[src/rtl/cpu_pkg.sv]
// Shared widths and scheduler state encoding for the GRF writeback slice.
// Latency: n/a (types and constants only).
// Backpressure: n/a.
package cpu_pkg;

  localparam int REG_ADDR_W = 5;
  localparam int DATA_W     = 32;
  localparam int NUM_REGS   = 32;

  // ARB: normal priority arbitration, pipeline first.
  // FORCE: single cycle that hands the write port to a starved MDU result.
  typedef enum logic {
    ARB   = 1'b0,
    FORCE = 1'b1
  } sched_state_t;

endpackage

[src/rtl/grf_scoreboard.sv]
// Busy scoreboard for registers with outstanding long-latency writes.
// Latency: busy bits update at the clk edge; queries see same-cycle issues combinationally.
// Backpressure: none; sb_err flags an issue to an already-busy register (sticky).
module grf_scoreboard
  import cpu_pkg::*;
(
  input  logic                  clk,
  input  logic                  reset,
  input  logic                  issue_valid,
  input  logic [REG_ADDR_W-1:0] issue_waddr,
  input  logic                  clr_valid,
  input  logic [REG_ADDR_W-1:0] clr_waddr,
  input  logic [REG_ADDR_W-1:0] rs_addr,
  input  logic [REG_ADDR_W-1:0] rt_addr,
  output logic                  rs_busy,
  output logic                  rt_busy,
  output logic                  sb_err
);

  // Register 0 is never tracked, so only bits 31..1 are stored.
  logic [NUM_REGS-1:1] r_busy;
  logic                r_err;

  logic [NUM_REGS-1:0] w_busy_full;
  logic [NUM_REGS-1:1] w_set;
  logic [NUM_REGS-1:1] w_clr;
  logic [NUM_REGS-1:1] w_busy_nxt;
  logic                w_issue_conflict;
  logic                w_rs_issue;
  logic                w_rt_issue;

  assign w_busy_full = {r_busy, 1'b0};

  // Decode set/clear masks; set is applied after clear so a re-issue keeps the bit.
  always_comb begin
    w_set      = '0;
    w_clr      = '0;
    w_busy_nxt = '0;
    for (int i = 1; i < NUM_REGS; i++) begin
      w_set[i]      = issue_valid && (issue_waddr == REG_ADDR_W'(i));
      w_clr[i]      = clr_valid && (clr_waddr == REG_ADDR_W'(i));
      w_busy_nxt[i] = (r_busy[i] && !w_clr[i]) || w_set[i];
    end
  end

  // Conflict is judged on the bit as it stood before this cycle's clear.
  assign w_issue_conflict = issue_valid && w_busy_full[issue_waddr];

  // Same-cycle issue is visible to the query ports; same-cycle clear is not,
  // because the consumer reads the GRF only after the write edge.
  assign w_rs_issue = issue_valid && (issue_waddr == rs_addr) && (rs_addr != '0);
  assign w_rt_issue = issue_valid && (issue_waddr == rt_addr) && (rt_addr != '0);

  assign rs_busy = w_busy_full[rs_addr] || w_rs_issue;
  assign rt_busy = w_busy_full[rt_addr] || w_rt_issue;
  assign sb_err  = r_err;

  // Busy bits and sticky error flag.
  always_ff @(posedge clk) begin
    if (reset) begin
      r_busy <= '0;
      r_err  <= 1'b0;
    end else begin
      r_busy <= w_busy_nxt;
      if (w_issue_conflict) begin
        r_err <= 1'b1;
      end
    end
  end

endmodule

[src/rtl/grf_wb_scheduler.sv]
// Arbitrates the single GRF write port between the pipeline WB stage and the MDU.
// Latency: 0 cycles, grant and grf_* are combinational; state/counter/scoreboard update at the edge.
// Backpressure: pipe_stall holds WB in a forced MDU cycle; mdu_ready low holds the MDU result.
module grf_wb_scheduler
  import cpu_pkg::*;
#(
  parameter int STARVE_LIMIT = 4,
  // 2**CNT_W must exceed STARVE_LIMIT so the counter can reach the limit.
  parameter int CNT_W        = 3
) (
  input  logic                  clk,
  input  logic                  reset,
  input  logic                  pipe_wen,
  input  logic [REG_ADDR_W-1:0] pipe_waddr,
  input  logic [DATA_W-1:0]     pipe_wdata,
  input  logic [DATA_W-1:0]     pipe_pc,
  output logic                  pipe_stall,
  input  logic                  mdu_valid,
  input  logic [REG_ADDR_W-1:0] mdu_waddr,
  input  logic [DATA_W-1:0]     mdu_wdata,
  input  logic [DATA_W-1:0]     mdu_pc,
  output logic                  mdu_ready,
  input  logic                  issue_valid,
  input  logic [REG_ADDR_W-1:0] issue_waddr,
  input  logic [REG_ADDR_W-1:0] rs_addr,
  input  logic [REG_ADDR_W-1:0] rt_addr,
  output logic                  rs_busy,
  output logic                  rt_busy,
  output logic [REG_ADDR_W-1:0] grf_waddr,
  output logic [DATA_W-1:0]     grf_wdata,
  output logic [DATA_W-1:0]     grf_pc,
  output logic                  sb_err
);

  sched_state_t r_state;
  sched_state_t w_state_nxt;
  logic [CNT_W-1:0] r_cnt;
  logic [CNT_W-1:0] w_cnt_nxt;

  logic                  w_pipe_req;
  logic                  w_mdu_req;
  logic                  w_pipe_stall;
  logic                  w_mdu_ready;
  logic [REG_ADDR_W-1:0] w_grf_waddr;
  logic [DATA_W-1:0]     w_grf_wdata;
  logic [DATA_W-1:0]     w_grf_pc;
  logic                  w_mdu_accept;

  // A pipeline write to r0 is not a request; an MDU result always is,
  // even to r0, so it gets drained from the MDU.
  assign w_pipe_req = pipe_wen && (pipe_waddr != '0);
  assign w_mdu_req  = mdu_valid;

  // State register.
  always_ff @(posedge clk) begin
    if (reset) begin
      r_state <= ARB;
    end else begin
      r_state <= w_state_nxt;
    end
  end

  // Next state: a forced MDU cycle follows the edge at which starvation hits the limit.
  always_comb begin
    w_state_nxt = r_state;
    case (r_state)
      ARB: begin
        if (w_cnt_nxt == CNT_W'(STARVE_LIMIT)) begin
          w_state_nxt = FORCE;
        end
      end
      FORCE: begin
        w_state_nxt = ARB;
      end
      default: begin
        w_state_nxt = ARB;
      end
    endcase
  end

  // Outputs: grant decision and write-port mux; everything is quiet while in reset.
  always_comb begin
    w_pipe_stall = 1'b0;
    w_mdu_ready  = 1'b0;
    w_grf_waddr  = '0;
    w_grf_wdata  = '0;
    w_grf_pc     = pipe_pc;
    if (!reset) begin
      case (r_state)
        ARB: begin
          if (w_pipe_req) begin
            w_grf_waddr = pipe_waddr;
            w_grf_wdata = pipe_wdata;
            w_grf_pc    = pipe_pc;
          end else if (w_mdu_req) begin
            w_mdu_ready = 1'b1;
            w_grf_waddr = mdu_waddr;
            w_grf_wdata = mdu_wdata;
            w_grf_pc    = mdu_pc;
          end
        end
        FORCE: begin
          // The forced cycle is taken even if the MDU withdrew its result;
          // in that case the port idles (waddr 0).
          w_pipe_stall = 1'b1;
          w_mdu_ready  = 1'b1;
          if (w_mdu_req) begin
            w_grf_waddr = mdu_waddr;
            w_grf_wdata = mdu_wdata;
            w_grf_pc    = mdu_pc;
          end
        end
        default: begin
          w_pipe_stall = 1'b0;
        end
      endcase
    end
  end

  // Starvation count: any MDU acceptance resets it, each lost ARB cycle bumps it.
  always_comb begin
    w_cnt_nxt = r_cnt;
    if (w_mdu_ready) begin
      w_cnt_nxt = '0;
    end else if ((r_state == ARB) && w_mdu_req) begin
      w_cnt_nxt = r_cnt + CNT_W'(1);
    end
  end

  // Starvation counter register.
  always_ff @(posedge clk) begin
    if (reset) begin
      r_cnt <= '0;
    end else begin
      r_cnt <= w_cnt_nxt;
    end
  end

  assign w_mdu_accept = w_mdu_ready && mdu_valid;

  grf_scoreboard u_scoreboard (
    .clk         (clk),
    .reset       (reset),
    .issue_valid (issue_valid),
    .issue_waddr (issue_waddr),
    .clr_valid   (w_mdu_accept),
    .clr_waddr   (mdu_waddr),
    .rs_addr     (rs_addr),
    .rt_addr     (rt_addr),
    .rs_busy     (rs_busy),
    .rt_busy     (rt_busy),
    .sb_err      (sb_err)
  );

  assign pipe_stall = w_pipe_stall;
  assign mdu_ready  = w_mdu_ready;
  assign grf_waddr  = w_grf_waddr;
  assign grf_wdata  = w_grf_wdata;
  assign grf_pc     = w_grf_pc;

endmodule

[config.mk]
export PLATFORM = sky130hd
export DESIGN_NAME = grf_wb_scheduler
export DESIGN_NICKNAME = d
export VERILOG_FILES = /design/src/rtl/cpu_pkg.sv /design/src/rtl/grf_scoreboard.sv /design/src/rtl/grf_wb_scheduler.sv
export SDC_FILE = /design/constraint.sdc
export NUM_CORES = 1
export LEC_CHECK = 0
export ABC_AREA = 1
export CORE_MARGIN = 4
export CORE_UTILIZATION = 41
export CTS_CLUSTER_DIAMETER = 120
export DETAILED_ROUTE_END_ITERATION = 8
export PLACE_DENSITY = 0.95
export SLEW_MARGIN = 40
export SYNTH_ARGS = -nofsm -noshare
export SYNTH_HDL_FRONTEND = slang
export SYNTH_SLANG_ARGS = --single-unit
[constraint.sdc]
create_clock -name clk -period 3.24 [get_ports clk]
set_input_delay 0.324 -clock clk [delete_from_list [all_inputs] [get_ports clk]]
set_output_delay 0.324 -clock clk [all_outputs]
set_load 0.005 [all_outputs]
# Yosys cells after proc, flatten, opt, wreduce, memory -nomap -nowiden
# Cells that the tools add are included.
op_classes:
  n_addsub: 1
  multipliers: 0
  n_div: 0
  order_cmp: 3
  eq_ne: 65
  shift: 0
  n_mux: 28
  n_bitwise: 1
  reduce_logical: 168
ops:
  columns: ["operator", "n"]
  rows:
  - ["2-to-1 mux 32 bit", 6]
  - ["== test 5 bit (second input constant)", 32]
  - ["case mux 32 bit (2 select lines)", 2]
  - ["logical AND 1 bit", 101]
  - ["== test 5 x 4 -> 1 bit (second input constant)", 16]
  - ["== test 5 x 3 -> 1 bit (second input constant)", 8]
  - ["logical OR 1 bit", 33]
  - ["zero test 1 bit", 31]
  - ["== test 5 x 2 -> 1 bit (second input constant)", 4]
  - ["less-than comparator 5 x 6 -> 1 bit (second input constant)", 3]
  - ["binary-select mux 1 bit (select 5 bit)", 3]
  - ["2-to-1 mux 5 bit", 3]
  - ["nonzero test 5 bit", 3]
  - ["== test 5 x 1 -> 1 bit (second input constant)", 2]
  - ["== test 5 bit", 2]
  - ["case mux 5 bit (2 select lines)", 1]
  - ["2-to-1 mux 1 bit", 9]
  - ["2-to-1 mux 3 bit", 2]
  - ["case mux 1 bit (2 select lines)", 2]
  - ["adder 3 x 1 -> 3 bit (second input constant)", 1]
  - ["== test 3 bit (second input constant)", 1]
  - ["NOT 1 bit", 1]
totals:
  reg_bits: 36
  latchBits: 0
  mem_bits_rw: 0
  mem_bits_ro: 0
  inputBits: 158
  output_inout_bits: 74
  elab_cells: 270
  memories: 0

# Longest topological paths before layout
depth:
  word_depth: 10
  mapped_depth: 14

# Cells and area by module
# Synthesis repeated with hierarchy kept, for this count alone.
unflattened:
  cells_unflattened: 704
  hier_area_um2: 3643.5
by_module_without_submodules:
  columns: ["module", "instances", "cells_each", "area_per_inst_um2", "seq_area_each_um2"]
  rows:
  - ["grf_scoreboard", 1, 442, 2448.6, 640.6]
  - ["grf_wb_scheduler", 1, 262, 1194.9, 80.1]

# Worst setup path before layout
# No wires, ideal clock.
synth_timing:
  path_type: "input port to output port"
  startpoint: "in pipe_waddr[4]"
  endpoint: "out grf_pc[10]"
  arrival_time_ps: 1183
  t_required_ps: 2916
  slack_ps: 1733
  stages: 10
  path_cell_list: "inv_1 > nand3_1 > o21ai_1 > inv_1 > nand2_4 > nand2_2 > buf_4 > buf_6 > nand2_1 > nand2_1"
synth_via:
  elab_chain_cells: 5
synth_lines:
  columns: ["element", "line", "source"]
  rows:
  - ["start: declaration", "grf_wb_scheduler.sv:14", "input logic [REG_ADDR_W-1:0] pipe_waddr,"]
  - ["nonzero test 5 bit", "grf_wb_scheduler.sv:51", "assign w_pipe_req = pipe_wen && (pipe_waddr != '0);"]
  - ["logical AND 1 bit", "grf_wb_scheduler.sv:51", null]
  - ["2-to-1 mux 32 bit", "grf_wb_scheduler.sv:91", "if (w_pipe_req) begin"]
  - ["case mux 32 bit (2 select lines)", "grf_wb_scheduler.sv:89", "case (r_state)"]
  - ["2-to-1 mux 32 bit", "grf_wb_scheduler.sv:88", "if (!reset) begin"]
  - ["end: declaration", "grf_wb_scheduler.sv:31", "output logic [DATA_W-1:0] grf_pc,"]
# Every way passes these cells.

# Final worst setup path
layout_timing:
  startpoint: "in pipe_waddr[4]"
  endpoint: "out grf_waddr[3]"
layout_via:
  elab_chain_cells: 5
layout_lines:
  columns: ["element", "line", "source"]
  rows:
  - ["nonzero test 5 bit", "grf_wb_scheduler.sv:51", null]
  - ["logical AND 1 bit", "grf_wb_scheduler.sv:51", null]
  - ["2-to-1 mux 5 bit", "grf_wb_scheduler.sv:91", null]
  - ["case mux 5 bit (2 select lines)", "grf_wb_scheduler.sv:89", null]
  - ["2-to-1 mux 5 bit", "grf_wb_scheduler.sv:88", null]
  - ["end: declaration", "grf_wb_scheduler.sv:29", "output logic [REG_ADDR_W-1:0] grf_waddr,"]
# Every way passes these cells.

==> impl_results.rst <==
.. list-table::
   :header-rows: 1

   * - Metric
     - Value
   * - Number of setup violations in the final report
     - 0
   * - Sink count of the clock tree
     - 36
   * - Number of gates resized after cts
     - 0
   * - Initial drt markers
     - between 800 and 900
   * - Final net count
     - 1,099
   * - Count of different cell masters after synthesis
     - 30
   * - Count of warnings emitted by yosys
     - 0
   * - Kind of capture point of the worst setup path
     - output port
   * - Vias/cell
     - ~5.4
   * - Number of vias after detailed routing
     - 5,656
   * - Most frequent standard cell in the layout excluding fill and tap cells
     - sky130_fd_sc_hd__nand2_1
   * - Area growth syn-to-layout
     - 64.9%
   * - RSZ-0062 raised after global routing
     - no
   * - Filler cells
     - 715
   * - Maxcap violations
     - 0
   * - Critical Path AT
     - 2530 ps
   * - Worst reg2reg setup slack
     - approximately 1800 ps
   * - Post-CTS setup buffer count
     - 0
   * - Gate Count Post-Synth
     - 730
   * - Data required, critical path
     - around 3000 ps
   * - # IOs
     - between 200 and 250
   * - Setup TNS
     - 0 ps
   * - Area of the mapped netlist
     - between 3000 and 4000 µm²
   * - Synth Area in XOR/XNOR
     - less than 1%
   * - Ordered cell list for the critical path
     - clkdlybuf4s50_1 -> inv_1 -> nand3_1 -> o21ai_1 -> inv_1 -> nand2_4 -> nand2_2 -> buf_4 -> o32ai_1 -> clkdlybuf4s50_1
   * - Synthesized netlist net count
     - roughly 890
   * - Drt pass-1 iters
     - 6
   * - Slew Limit Headroom
     - about three fifths
   * - Max clock buf depth
     - 2
   * - Maximum number of pins on one net before global-route repair
     - 63
   * - HPWL reported at the end of detailed placement
     - 15,200 µm
   * - Adder and majority gate portion of the synthesized area
     - less than 1%
   * - DR DRC count
     - 0
   * - Post-synthesis average cell area
     - slightly above 5 µm²
   * - Wire length per cell
     - 17.9 µm
   * - Chip Height
     - between 100 and 150 µm
   * - Total Routing Usage GR
     - between 30% and 40%
   * - PD cells
     - about 240 nW/µm²
   * - Highest achievable clock rate
     - between 0.3 and 0.4 GHz
   * - Crit-path leading delay family
     - buffers and inverters
   * - Number of hold buffers added after CTS
     - 0
   * - Remaining number of nets flagged by the antenna check after routing
     - 0
   * - Highest cell delay on the worst timing path
     - 620 ps
   * - Commonest cells after routing, fill and taps aside
     - sky130_fd_sc_hd__nand2_1, sky130_fd_sc_hd__clkdlybuf4s50_1, sky130_fd_sc_hd__nand3_1
   * - Starting Density
     - a little over two fifths
   * - Share of cells above drive strength 1
     - under 10%
   * - Leakage power summed over all cells
     - 2.68 nW
   * - Total wire length after detailed routing
     - 18,800 µm
   * - Fraction of the mapped netlist area in compound gates
     - 19.7%
   * - Category of the worst setup path launch point
     - input pin
   * - Std-Cell Core Area
     - roughly 8800 µm²
   * - Maximum fanout encountered on the critical timing path
     - 28
   * - Layout Skew
     - ~11 ps
   * - H-tree level count
     - 2
   * - Synthesis-stage register bit count
     - 36
   * - Worst min-delay path category
     - register to register
   * - Final critical path time including I/O delays and setup
     - 2850 ps
   * - Max-slew violation total from the final report
     - 0
   * - Final hold viol count
     - 0
   * - Root buffer cell
     - sky130_fd_sc_hd__clkbuf_8
   * - Die width
     - 104 µm
   * - Die Area
     - 10,800 µm²
   * - Clock latency of the later-clocked register in the worst-skew pair
     - 300 ps
   * - Sequential element share of the synthesized area
     - a little under a fifth
   * - Area share of and/or/nand/nor cells after synthesis
     - between 40 and 50%
   * - Largest family of logic cells by synthesized area
     - simple AND/OR/NAND/NOR gates
   * - Transition time at the pin with the least slew margin
     - slightly below 600 ps
   * - Crit Path Category
     - input pin to output port
   * - Result of the run
     - complete, no violations
   * - TritonCTS Buffers
     - 5
   * - Post-synthesis mux area share
     - less than 1%
   * - Via count of the first global-routing pass
     - 5,402
   * - Standard-cell rows
     - 34
   * - CP max-delay cell
     - sky130_fd_sc_hd__clkdlybuf4s50_1
   * - Grt total ovfl
     - 0
   * - CTS tree
     - yes
   * - Global-route wire length before repair
     - approximately 29,000 µm
   * - Largest vdd supply drop
     - around 0.22 mV
   * - Post-CTS clock slew at the launch and capture registers of the worst setup and hold paths
     - approximately 70 ps
   * - Count of buffering cells on the critical path with inverters included
     - 5
   * - Antenna violations before repair
     - 1
   * - Count of buffers from port buffering
     - around 230
   * - Tcrit/Tclk final
     - 88.1%
   * - Weighted congestion reported at the end of routability-driven placement
     - between 1 and 1.5
   * - Tightest hold margin
     - 516 ps
## area by class of cell
cell class | count | area, µm² | area share, %
flip-flops and latches | 36 | 721 | 11.6
well taps | 108 | 135 | 2.18
repair buffers | 246 | 2440 | 39.3
clock inverters | 3 | 42.5 | 0.686
inverters | 59 | 221 | 3.57
diodes | 1 | 2.50 | 0.0403
multi-input cells | 592 | 2580 | 41.5
clock buffers | 5 | 68.8 | 1.11
## worst register-to-register path, delay by kind of cell (launching register included)
family | cells | cell delay [ps]
compound gates | 2 | 280
simple gates | 2 | 320
flops | 1 | 320
buf+inv | 2 | 500
## sequential cells by signal, indices dropped and copies added (netlist names)
signal,count
u_scoreboard.sb_err,1
u_scoreboard.r_busy,31
r_cnt,3
r_state,1
## final timing paths
| check | from | cells after the start | to |
|---|---|---|---|
| worst min-delay path | u_scoreboard.r_busy[5]$_SDFF_PP0_ | 2 | u_scoreboard.r_busy[5]$_SDFF_PP0_ |
| worst min register to register | u_scoreboard.r_busy[5]$_SDFF_PP0_ | 2 | u_scoreboard.r_busy[5]$_SDFF_PP0_ |
| worst max register to register | r_state$_SDFF_PP0_ | 6 | u_scoreboard.r_busy[27]$_SDFF_PP0_ |
| worst max-delay path | pipe_waddr[4] | 10 | grf_waddr[3] |
## stage by stage
step / power, mW / instance area, µm² / utilization (%) / std cells / setup slack, ps
final: 1.50 / 6200 / 70.5 / 1050 / 386
after global routing: 1.57 / 6200 / 70.5 / 1050 / 221
after CTS: 1.49 / 6200 / 70.4 / 1049 / 466
after detailed placement: 1.10 / 6090 / 69.2 / 1041 / 488
after global placement: 1.09 / 6090 / 69.2 / 1041 / 459
after floorplan: 0.700 / 3760 / - / 730 / 1730
## synth_stat cells (all sizes together)
cell type    n  share of area [%]
nand3       64                8.5
nor2        53                5.4
mux2         1               0.30
inv         55                5.5
nand3b       1               0.20
nor3         1               0.13
o211ai       6                1.2
o22ai        4               0.66
dfxtp       36                 19
buf         30                5.2
xnor2        2               0.47
clkbuf      13                1.3
o21ai       67                8.9
nand4        1               0.17
a221oi       1               0.23
xor2         1               0.23
a21oi       55                7.3
ha           1               0.33
clkinv       4               0.40
nand2      327                 33
and3         1               0.17
o32ai        5                1.2
o2111ai      1               0.23
## logic make-up (layout without fill, tap and decap cells)
kind of cell             after synthesis  after routing
AO/OA/AOI/OAI                        139            139
buffers and inverters                102            313
adder cells (fa/ha/maj)                1              1
XOR/XNOR                               3              3
AND/OR/NAND/NOR                      448            448
other                                  0              1
flip-flops                            36             36
multiplexers                           1              1
## power breakdown
group          total (mW)  switching [mW]  internal, mW
clock               0.403           0.175         0.228
sequential          0.457         0.00696         0.450
combinational       0.642           0.290         0.352
## routing by layer
layer	part of all wire, %	vias to the layer above	track usage, %
met2	46	377	55.2
met1	37	2479	41.0
li1	-	2749	-
met4	3.7	0	12.5
met5	0	-	0
met3	13	51	10.6
Note: power is estimated with default switching activity, not from simulation.
